### config.mk
export PLATFORM = sky130hd
export DESIGN_NAME = qe_bus_bridge_flat
export DESIGN_NICKNAME = d
export VERILOG_FILES = /design/src/rtl/qe_bus_bridge_if.sv /design/src/rtl/qe_bus_bridge.sv /design/src/flat_wrapper.sv
export SDC_FILE = /design/constraint.sdc
export NUM_CORES = 1
export LEC_CHECK = 0
export ABC_AREA = 1
export CAP_MARGIN = 10
export CELL_PAD_IN_SITES_DETAIL_PLACEMENT = 0
export CELL_PAD_IN_SITES_GLOBAL_PLACEMENT = 2
export CORE_AREA = 2 2 69 71
export DETAILED_ROUTE_END_ITERATION = 10
export DIE_AREA = 0 0 71 73
export GPL_TIMING_DRIVEN = 0
export HOLD_SLACK_MARGIN = 0.06
export PLACE_DENSITY_LB_ADDON = 0.1
export SETUP_SLACK_MARGIN = 0.2
export SLEW_MARGIN = 20
export SYNTH_ARGS = -nofsm -noshare
export SYNTH_HDL_FRONTEND = slang
export SYNTH_SLANG_ARGS = --single-unit
export TNS_END_PERCENT = 5
### constraint.sdc
create_clock -name clk -period 1.2 [get_ports clk]
set_input_delay 0.18 -clock clk [delete_from_list [all_inputs] [get_ports clk]]
set_output_delay 0.18 -clock clk [all_outputs]
set_load 0.05 [all_outputs]
### src/rtl/qe_bus_bridge_if.sv
// QL expansion-bus / W5300 signal bundle for qe_bus_bridge.
// master = QL side (drives address/strobes), slave = bridge.
interface qe_bus_bridge_if #(
  parameter int unsigned ADDR_W  = 10,
  parameter int unsigned NUM_WIZ = 1
);
  logic [ADDR_W-1:0]  address;
  logic [3:0]         sp;
  logic               asl;
  logic               dsl;
  logic               rdwl;
  logic               dtackl;
  logic               dsmcl;
  logic               dbenl;
  logic               dbdir;
  logic [NUM_WIZ-1:0] wizcsl;
  logic               wizrdl;
  logic               wizwrl;
  logic               wizrstl;

  modport master (
    output address, sp, asl, dsl, rdwl,
    input  dtackl, dsmcl, dbenl, dbdir, wizcsl, wizrdl, wizwrl, wizrstl
  );

  modport slave (
    input  address, sp, asl, dsl, rdwl,
    output dtackl, dsmcl, dbenl, dbdir, wizcsl, wizrdl, wizwrl, wizrstl
  );
endinterface

### src/rtl/qe_bus_bridge.sv
// Clocked QL expansion-bus to W5300 bridge.
// Synchronises asl/dsl/rdwl, decodes the card window, sequences chip-select and
// rd/wr strobes with setup/strobe/recovery timing, and generates dtackl/dsmcl and
// data-buffer control.
// Optional feature: define QE_RESET_REG_EN to make a write to window offset
// CTRL_OFFS pulse wizrstl (a software reset of the W5300s).
module qe_bus_bridge #(
  parameter int unsigned ADDR_W     = 10,
  parameter int unsigned DEC_W      = 2,
  parameter int unsigned BASE_ADDR  = 'h3,
  parameter int unsigned SLOT_ID    = 'h0,
  parameter int unsigned NUM_WIZ    = 1,
  parameter int unsigned CS_LSB     = 6,
  parameter int unsigned SETUP_CYC  = 1,
  parameter int unsigned STROBE_CYC = 2,
  parameter int unsigned REC_CYC    = 1,
  parameter int unsigned RST_CYCLES = 16,
  parameter int unsigned CTRL_OFFS  = 'hFF
) (
  input  logic            clk,
  input  logic            rst,
  qe_bus_bridge_if.slave  bus
);

  localparam int unsigned IDX_W   = (NUM_WIZ > 1) ? $clog2(NUM_WIZ) : 1;
  localparam int unsigned OFFS_W  = ADDR_W - DEC_W;
  localparam int unsigned CYC_A   = (SETUP_CYC > STROBE_CYC) ? SETUP_CYC : STROBE_CYC;
  localparam int unsigned CYC_MAX = (CYC_A > REC_CYC) ? CYC_A : REC_CYC;
  localparam int unsigned CW      = $clog2(CYC_MAX + 1);
  localparam int unsigned RW      = $clog2(RST_CYCLES + 1);

  typedef enum logic [2:0] {S_IDLE, S_SETUP, S_STROBE, S_ACK, S_REC} state_e;

  state_e             state_q, state_d;
  logic [CW-1:0]      cyc_q, cyc_d;
  logic               as_m_q, as_q, ds_m_q, ds_q, rw_m_q, rw_q;
  logic [IDX_W-1:0]   idx_q;
  logic               rd_q, dev_q, ctrl_q, dsmc_q;
  logic [RW-1:0]      rcnt_q;
  logic               rstl_q;

  logic               sp_match, win_match, sel, hit;
  logic               ctrl_sel, ctrl_en, ctrl_hit, dev_ok, ack_entry;
  logic [IDX_W-1:0]   idx_in;
  logic [NUM_WIZ-1:0] cs_act, wizcsl_c;
  logic               dtackl_c, dbenl_c, wizrdl_c, wizwrl_c;

  // Two-flop synchronisers for the asynchronous QL strobes and direction.
  always_ff @(posedge clk) begin
    if (rst) begin
      as_m_q <= 1'b1; as_q <= 1'b1;
      ds_m_q <= 1'b1; ds_q <= 1'b1;
      rw_m_q <= 1'b1; rw_q <= 1'b1;
    end else begin
      as_m_q <= bus.asl;  as_q <= as_m_q;
      ds_m_q <= bus.dsl;  ds_q <= ds_m_q;
      rw_m_q <= bus.rdwl; rw_q <= rw_m_q;
    end
  end

  assign sp_match  = (bus.sp == 4'(SLOT_ID));
  assign win_match = (bus.address[ADDR_W-1 -: DEC_W] == DEC_W'(BASE_ADDR));
  assign sel       = sp_match & win_match;
  assign hit       = ~as_q & ~ds_q & sel;
  assign ctrl_sel  = (bus.address[OFFS_W-1:0] == OFFS_W'(CTRL_OFFS));
`ifdef QE_RESET_REG_EN
  assign ctrl_en   = 1'b1;
`else
  assign ctrl_en   = 1'b0;
`endif
  assign ctrl_hit  = ctrl_sel & ctrl_en;
  assign idx_in    = bus.address[CS_LSB +: IDX_W];
  // Out-of-range devices, control-location accesses and accesses during a
  // W5300 reset pulse still walk the FSM and ack, just without cs/strobe.
  assign dev_ok    = (32'(idx_in) < NUM_WIZ) & rstl_q & ~ctrl_hit;

  // Capture access attributes as the FSM leaves IDLE.
  always_ff @(posedge clk) begin
    if (rst) begin
      idx_q  <= '0;
      rd_q   <= 1'b0;
      dev_q  <= 1'b0;
      ctrl_q <= 1'b0;
    end else if (state_q == S_IDLE && hit) begin
      idx_q  <= idx_in;
      rd_q   <= rw_q;
      dev_q  <= dev_ok;
      ctrl_q <= ctrl_hit;
    end
  end

  // Motherboard memory-controller disable, independent of the FSM.
  always_ff @(posedge clk) begin
    if (rst) dsmc_q <= 1'b1;
    else     dsmc_q <= ~(~as_q & sel);
  end

  // FSM state and phase counter register.
  always_ff @(posedge clk) begin
    if (rst) begin
      state_q <= S_IDLE;
      cyc_q   <= '0;
    end else begin
      state_q <= state_d;
      cyc_q   <= cyc_d;
    end
  end

  // Next-state logic; an address-strobe release during SETUP/STROBE aborts to REC.
  always_comb begin
    state_d = state_q;
    cyc_d   = cyc_q;
    case (state_q)
      S_IDLE: if (hit) begin
        state_d = S_SETUP;
        cyc_d   = CW'(SETUP_CYC - 1);
      end
      S_SETUP: begin
        if (as_q) begin
          state_d = S_REC;
          cyc_d   = CW'(REC_CYC - 1);
        end else if (cyc_q == '0) begin
          state_d = S_STROBE;
          cyc_d   = CW'(STROBE_CYC - 1);
        end else begin
          cyc_d   = cyc_q - CW'(1);
        end
      end
      S_STROBE: begin
        if (as_q) begin
          state_d = S_REC;
          cyc_d   = CW'(REC_CYC - 1);
        end else if (cyc_q == '0) begin
          state_d = S_ACK;
        end else begin
          cyc_d   = cyc_q - CW'(1);
        end
      end
      S_ACK: if (as_q) begin
        state_d = S_REC;
        cyc_d   = CW'(REC_CYC - 1);
      end
      S_REC: begin
        if (cyc_q == '0) state_d = S_IDLE;
        else             cyc_d   = cyc_q - CW'(1);
      end
      default: begin
        state_d = S_IDLE;
        cyc_d   = '0;
      end
    endcase
  end

  assign ack_entry = (state_q == S_STROBE) && (state_d == S_ACK);

  // W5300 reset pulse: after rst, and restarted by a control-location write.
  always_ff @(posedge clk) begin
    if (rst) begin
      rcnt_q <= RW'(RST_CYCLES);
      rstl_q <= 1'b0;
    end else if (ack_entry && ctrl_q && !rd_q) begin
      rcnt_q <= RW'(RST_CYCLES);
      rstl_q <= 1'b0;
    end else if (rcnt_q != '0) begin
      rcnt_q <= rcnt_q - RW'(1);
      rstl_q <= (rcnt_q == RW'(1));
    end
  end

  // Bus and W5300 control outputs decoded from the current state.
  always_comb begin
    cs_act = '1;
    for (int unsigned i = 0; i < NUM_WIZ; i++) begin
      if (dev_q && idx_q == IDX_W'(i)) cs_act[i] = 1'b0;
    end
    wizcsl_c = '1;
    dtackl_c = 1'b1;
    dbenl_c  = 1'b1;
    wizrdl_c = 1'b1;
    wizwrl_c = 1'b1;
    case (state_q)
      S_SETUP: begin
        wizcsl_c = cs_act;
        dbenl_c  = ctrl_q;
      end
      S_STROBE: begin
        wizcsl_c = cs_act;
        dbenl_c  = ctrl_q;
        wizrdl_c = ~(dev_q & rd_q);
        wizwrl_c = ~(dev_q & ~rd_q);
      end
      S_ACK: begin
        wizcsl_c = cs_act;
        dbenl_c  = ctrl_q;
        dtackl_c = 1'b0;
      end
      default: ;
    endcase
  end

  assign bus.dtackl  = dtackl_c;
  assign bus.dsmcl   = dsmc_q;
  assign bus.dbenl   = dbenl_c;
  assign bus.dbdir   = rd_q;
  assign bus.wizcsl  = wizcsl_c;
  assign bus.wizrdl  = wizrdl_c;
  assign bus.wizwrl  = wizwrl_c;
  assign bus.wizrstl = rstl_q;

endmodule

### src/flat_wrapper.sv
// flat-port wrapper written by rule: the top's interface ports become plain ports
module qe_bus_bridge_flat 
#(
  parameter int unsigned ADDR_W     = 10,
  parameter int unsigned DEC_W      = 2,
  parameter int unsigned BASE_ADDR  = 'h3,
  parameter int unsigned SLOT_ID    = 'h0,
  parameter int unsigned NUM_WIZ    = 1,
  parameter int unsigned CS_LSB     = 6,
  parameter int unsigned SETUP_CYC  = 1,
  parameter int unsigned STROBE_CYC = 2,
  parameter int unsigned REC_CYC    = 1,
  parameter int unsigned RST_CYCLES = 16,
  parameter int unsigned CTRL_OFFS  = 'hFF
)
  (clk, rst, bus_address, bus_sp, bus_asl, bus_dsl, bus_rdwl, bus_dtackl, bus_dsmcl, bus_dbenl, bus_dbdir, bus_wizcsl, bus_wizrdl, bus_wizwrl, bus_wizrstl);
  qe_bus_bridge_if #(.ADDR_W(ADDR_W), .NUM_WIZ(NUM_WIZ)) bus_i ();
  input  logic clk;
  input  logic rst;
  input wire logic [$bits(bus_i.address)-1:0] bus_address;
  input wire logic [$bits(bus_i.sp)-1:0] bus_sp;
  input wire logic [$bits(bus_i.asl)-1:0] bus_asl;
  input wire logic [$bits(bus_i.dsl)-1:0] bus_dsl;
  input wire logic [$bits(bus_i.rdwl)-1:0] bus_rdwl;
  output wire logic [$bits(bus_i.dtackl)-1:0] bus_dtackl;
  output wire logic [$bits(bus_i.dsmcl)-1:0] bus_dsmcl;
  output wire logic [$bits(bus_i.dbenl)-1:0] bus_dbenl;
  output wire logic [$bits(bus_i.dbdir)-1:0] bus_dbdir;
  output wire logic [$bits(bus_i.wizcsl)-1:0] bus_wizcsl;
  output wire logic [$bits(bus_i.wizrdl)-1:0] bus_wizrdl;
  output wire logic [$bits(bus_i.wizwrl)-1:0] bus_wizwrl;
  output wire logic [$bits(bus_i.wizrstl)-1:0] bus_wizrstl;
  assign bus_i.address = bus_address;
  assign bus_i.sp = bus_sp;
  assign bus_i.asl = bus_asl;
  assign bus_i.dsl = bus_dsl;
  assign bus_i.rdwl = bus_rdwl;
  assign bus_dtackl = bus_i.dtackl;
  assign bus_dsmcl = bus_i.dsmcl;
  assign bus_dbenl = bus_i.dbenl;
  assign bus_dbdir = bus_i.dbdir;
  assign bus_wizcsl = bus_i.wizcsl;
  assign bus_wizrdl = bus_i.wizrdl;
  assign bus_wizwrl = bus_i.wizwrl;
  assign bus_wizrstl = bus_i.wizrstl;
  qe_bus_bridge #(.ADDR_W(ADDR_W), .DEC_W(DEC_W), .BASE_ADDR(BASE_ADDR), .SLOT_ID(SLOT_ID), .NUM_WIZ(NUM_WIZ), .CS_LSB(CS_LSB), .SETUP_CYC(SETUP_CYC), .STROBE_CYC(STROBE_CYC), .REC_CYC(REC_CYC), .RST_CYCLES(RST_CYCLES), .CTRL_OFFS(CTRL_OFFS)) u_core (.clk(clk), .rst(rst), .bus(bus_i));
endmodule
==> results.yml <==
clocking:
  clk_latency_ns: 0.26
  numCtsBuffers: 3
  cts.sinks: 21
  cts_hold_buf: 0
  cts_tree: "built"
  cts_buffer_depth: 2
  cts_root_buf: "clkbuf_8"
  clk_pin_slew_ns: 0.07
  htree_levels: 1
drt:
  drt-total-wl_mm: 2.16
  vias: 882
  vias_per_cell: 4.10
  dr.first_iter.drc_count: 18
  post-route-drc-count: 0
  postRouteAntennaNets: 0
  wire_per_inst_um: 10.0
  firstDrtPassIters: 4
timing:
  fin_crit_ns: 1.25
  rsz0062_at_grt: "true"
  hold_viol: 0
  max_freq_ghz: 0.798
  relSlewSlack_pct: 83.6
  fin_worst_skew_ns: 0.00894
  timing.final.crit_share_pct: 104
  hold_slack_ns: 0.234
  worst_slew_pin_slew_ns: 0.247
  finalSetupViolations: 6
  drv_slew: 0
  final.setup.worst_slack_ns: -0.0539
setup_path:
  path_class: "register to output port"
  worst-r2r-setup-slack_ns: -0.03
  cpMaxStageDelayCell: "dfxtp_4"
  r2r-end: "u_core.cyc_q[0]"
  start_kind: "register"
  path_max_fanout: 5
  crit_top_cell: "nor2_4"
  critPathRequiredTime_ns: 1.02
  crit_chain: "nor2_4 > nor2_4 > nand2_2 > buf_8"
  worstRegToRegCells: 8
  worst_path_largest_cell_delay_ns: 0.37
  r2r_start: "u_core.state_q[0]"
  cp.arrival_ns: 1.07
  cp-end-kind: "output port"
grt:
  met2_usage_pct: 15.4
  grt_overflow: 0
  grt_pass1_wl_mm: 3.69
  antenna_found_initial: 0
  top_usage_layer: "met2"
  met1_usage_pct: 11.5
  track_usage_pct: 9.19
  grt_max_degree: 13
  grt_pass1_vias: 847
  met3_usage_pct: 1.66
cells_and_area:
  finalInstanceArea_um2: 1480
  drive_gt1_share_pct: 46.0
  multi_input_area_um2: 557
  syn_to_final_growth_pct: 59.2
  num-fill-cells: 489
  regArea_um2: 442
  layout.nets: 183
  num_antenna_cells: 0
  stdcell_count: 215
outcome:
  violations: "setup timing"
  outcome: "finished, violations left"
floorplanning:
  die_width_um: 71
  pin_count: 27
  die_h_um: 73
  fp.dieArea_um2: 5180
  num_rows: 25
  start_util_pct: 20.6
  fp.coreArea_um2: 4540
yosys:
  synth.net_count: 151
  synth.area.top_cells: "dfxtp_1 45%, nor2_1 10%, nand2_1 9.3%, inv_1 6.8%, a21oi_1 4.3%"
  ys_types: 20
  synthFlopType: "dfxtp_1"
  syn_area_per_cell_um2: 7.17
  synth_area_um2: 932
  yosysTopAreaCell: "dfxtp_1"
  synth-seq-cells: 21
  synth_top_area_share_pct: 45.1
  syn_inst: 130
  ys_async_sr_fraction_pct: 0
  synth_seq_area_share_pct: 45.1
  ys_warn_count: 0
  synth_edf_count: 0
placed_design:
  dp_hpwl_mm: 1.66
  placed_area_um2: 1220
  numPortBuffers: 19
  placed_cells: 203
  place.gp.congestion: 0.726
run:
  maxCapViolCount: 0
power:
  switching_power_w: 0.00118
  comb_power_share_pct: 48.8
  power.internal_w: 0.00170
  pwr-share-clk_pct: 16.3
  swShare_pct: 41.0
  seqPwrFrac_pct: 34.9
  ir_drop_mv: 0.628
  leakage_nw: 0.658
  power-per-cell-area_nw_per_um2: 1940
min_path:
  holdPathStages: 5
  min_path_type: "input port to register"
  min_to: "u_core.bus.dsmcl"
  worstHoldStart: "bus_sp[1]"
-- flip-flops by register name (all words and copies together), names as in the netlist --
signal / cells
u_core.as_q: 1
u_core.cyc_q: 2
u_core.rw_m_q: 1
u_core.state_q: 3
u_core.ds_q: 1
u_core.bus.wizrstl: 1
u_core.rw_q: 1
u_core.bus.dbdir: 1
u_core.ds_m_q: 1
u_core.rcnt_q: 5
u_core.dev_q: 1
u_core.bus.dsmcl: 1
u_core.as_m_q: 1
u_core.idx_q: 1
-- worst max path at each step --
stage                       from                 to  slack (ns)  cells past startpoint
2_1_floorplan  u_core.state_q[0]   u_core.bus.dbdir        0.13                      6
3_3_place_gp   u_core.state_q[2]         bus_wizrdl       -0.53                      5
3_5_place_dp   u_core.state_q[2]         bus_wizrdl       -0.55                      5
4_1_cts        u_core.state_q[2]         bus_dtackl       -0.06                      5
5_1_grt        u_core.state_q[0]  u_core.state_q[1]       -0.12                      8
6_report       u_core.state_q[0]         bus_wizcsl       -0.05                      4
-- cell families (layout without fill, tap and decap cells) --
group | count (synthesis) | in the layout | synth area share, %
and+or+nand+nor | 72 | 72 | 35.4
DFF | 21 | 21 | 45.1
buffers and inverters | 21 | 52 | 8.46
AOI/OAI and AO/OA | 12 | 12 | 6.44
adders and majority gates | 2 | 2 | 2.68
xor gates and xnor gates | 2 | 2 | 1.88
-- metrics by stage --
stage	total power, W	TNS, ns	utilization [%]	worst slack [ns]
floorplan	0.00175	0	-	0.128
global placement	0.00199	-5.90	27.0	-0.531
detailed placement	0.00200	-6.17	27.0	-0.554
CTS	0.00277	-0.340	30.3	-0.0617
global route	0.00312	-0.937	32.7	-0.123
finish	0.00288	-0.188	32.7	-0.0539
-- layer usage --
layer / routed length, µm / vias up
met4: 25 / 0
met5: 0 / -
met3: 74 / 2
met1: 996 / 400
li1: - / 465
met2: 1060 / 15
-- power groups by stage --
stage	combinational [W]	clock (W)	sequential (W)
floorplan	0.000810	0	0.000938
global placement	0.00104	0	0.000955
detailed placement	0.00104	0	0.000959
CTS	0.00126	0.000503	0.00101
global route	0.00158	0.000519	0.00103
finish	0.00140	0.000470	0.00100
-- placed cells by master (no fill, tap or decap), types with 5 or more instances in the layout --
| master | instances |
|---|---|
| nor2_1 | 16 |
| nand2_1 | 15 |
| dfxtp_1 | 12 |
| inv_1 | 9 |
| inv_2 | 8 |
| nand2_2 | 8 |
| buf_4 | 8 |
| a21oi_1 | 7 |
| nor2_4 | 6 |
| buf_6 | 6 |
| or2_2 | 6 |
| dlymetal6s2s_1 | 6 |
| nor2_2 | 5 |
| clkdlybuf4s50_1 | 5 |
| dfxtp_2 | 5 |
-- critical path: cells and delay by family (launching register included) --
kind          cells  cell delay [ns]
flops             1             0.37
simple gates      3             0.30
buf+inv           1             0.14
-- timing repair --
| item | CTS | global route |
|---|---|---|
| buffers inserted | 4 | 4 |
| pin swaps | 11 | 13 |
| endpoints found under the setup margin | 26 | 20 |
| hold endpoints to repair | 0 | 0 |
| gates resized for setup | 86 | 27 |
-- layout make-up --
| class | instances | area share [%] |
|---|---|---|
| multi-input cells | 88 | 37.5 |
| flip-flops and latches | 21 | 29.8 |
| repair buffers | 27 | 18.6 |
| inverters | 20 | 5.65 |
| well taps | 54 | 4.55 |
| clock buffers | 3 | 2.78 |
| plain buffers | 1 | 0.759 |
| clock inverters | 1 | 0.337 |
-- synth_stat cells, types with 2 or more instances --
cell type	count
inv_1	17
a21oi_1	8
nor2_2	2
o21ai_0	3
inv_2	2
dfxtp_1	21
xnor2_1	2
or2_2	6
nand2_1	23
nand3_2	2
ha_1	2
nand2_2	2
nor2_1	25
nand3_1	6
nand4_1	4
(Power assumes the default switching activity.)
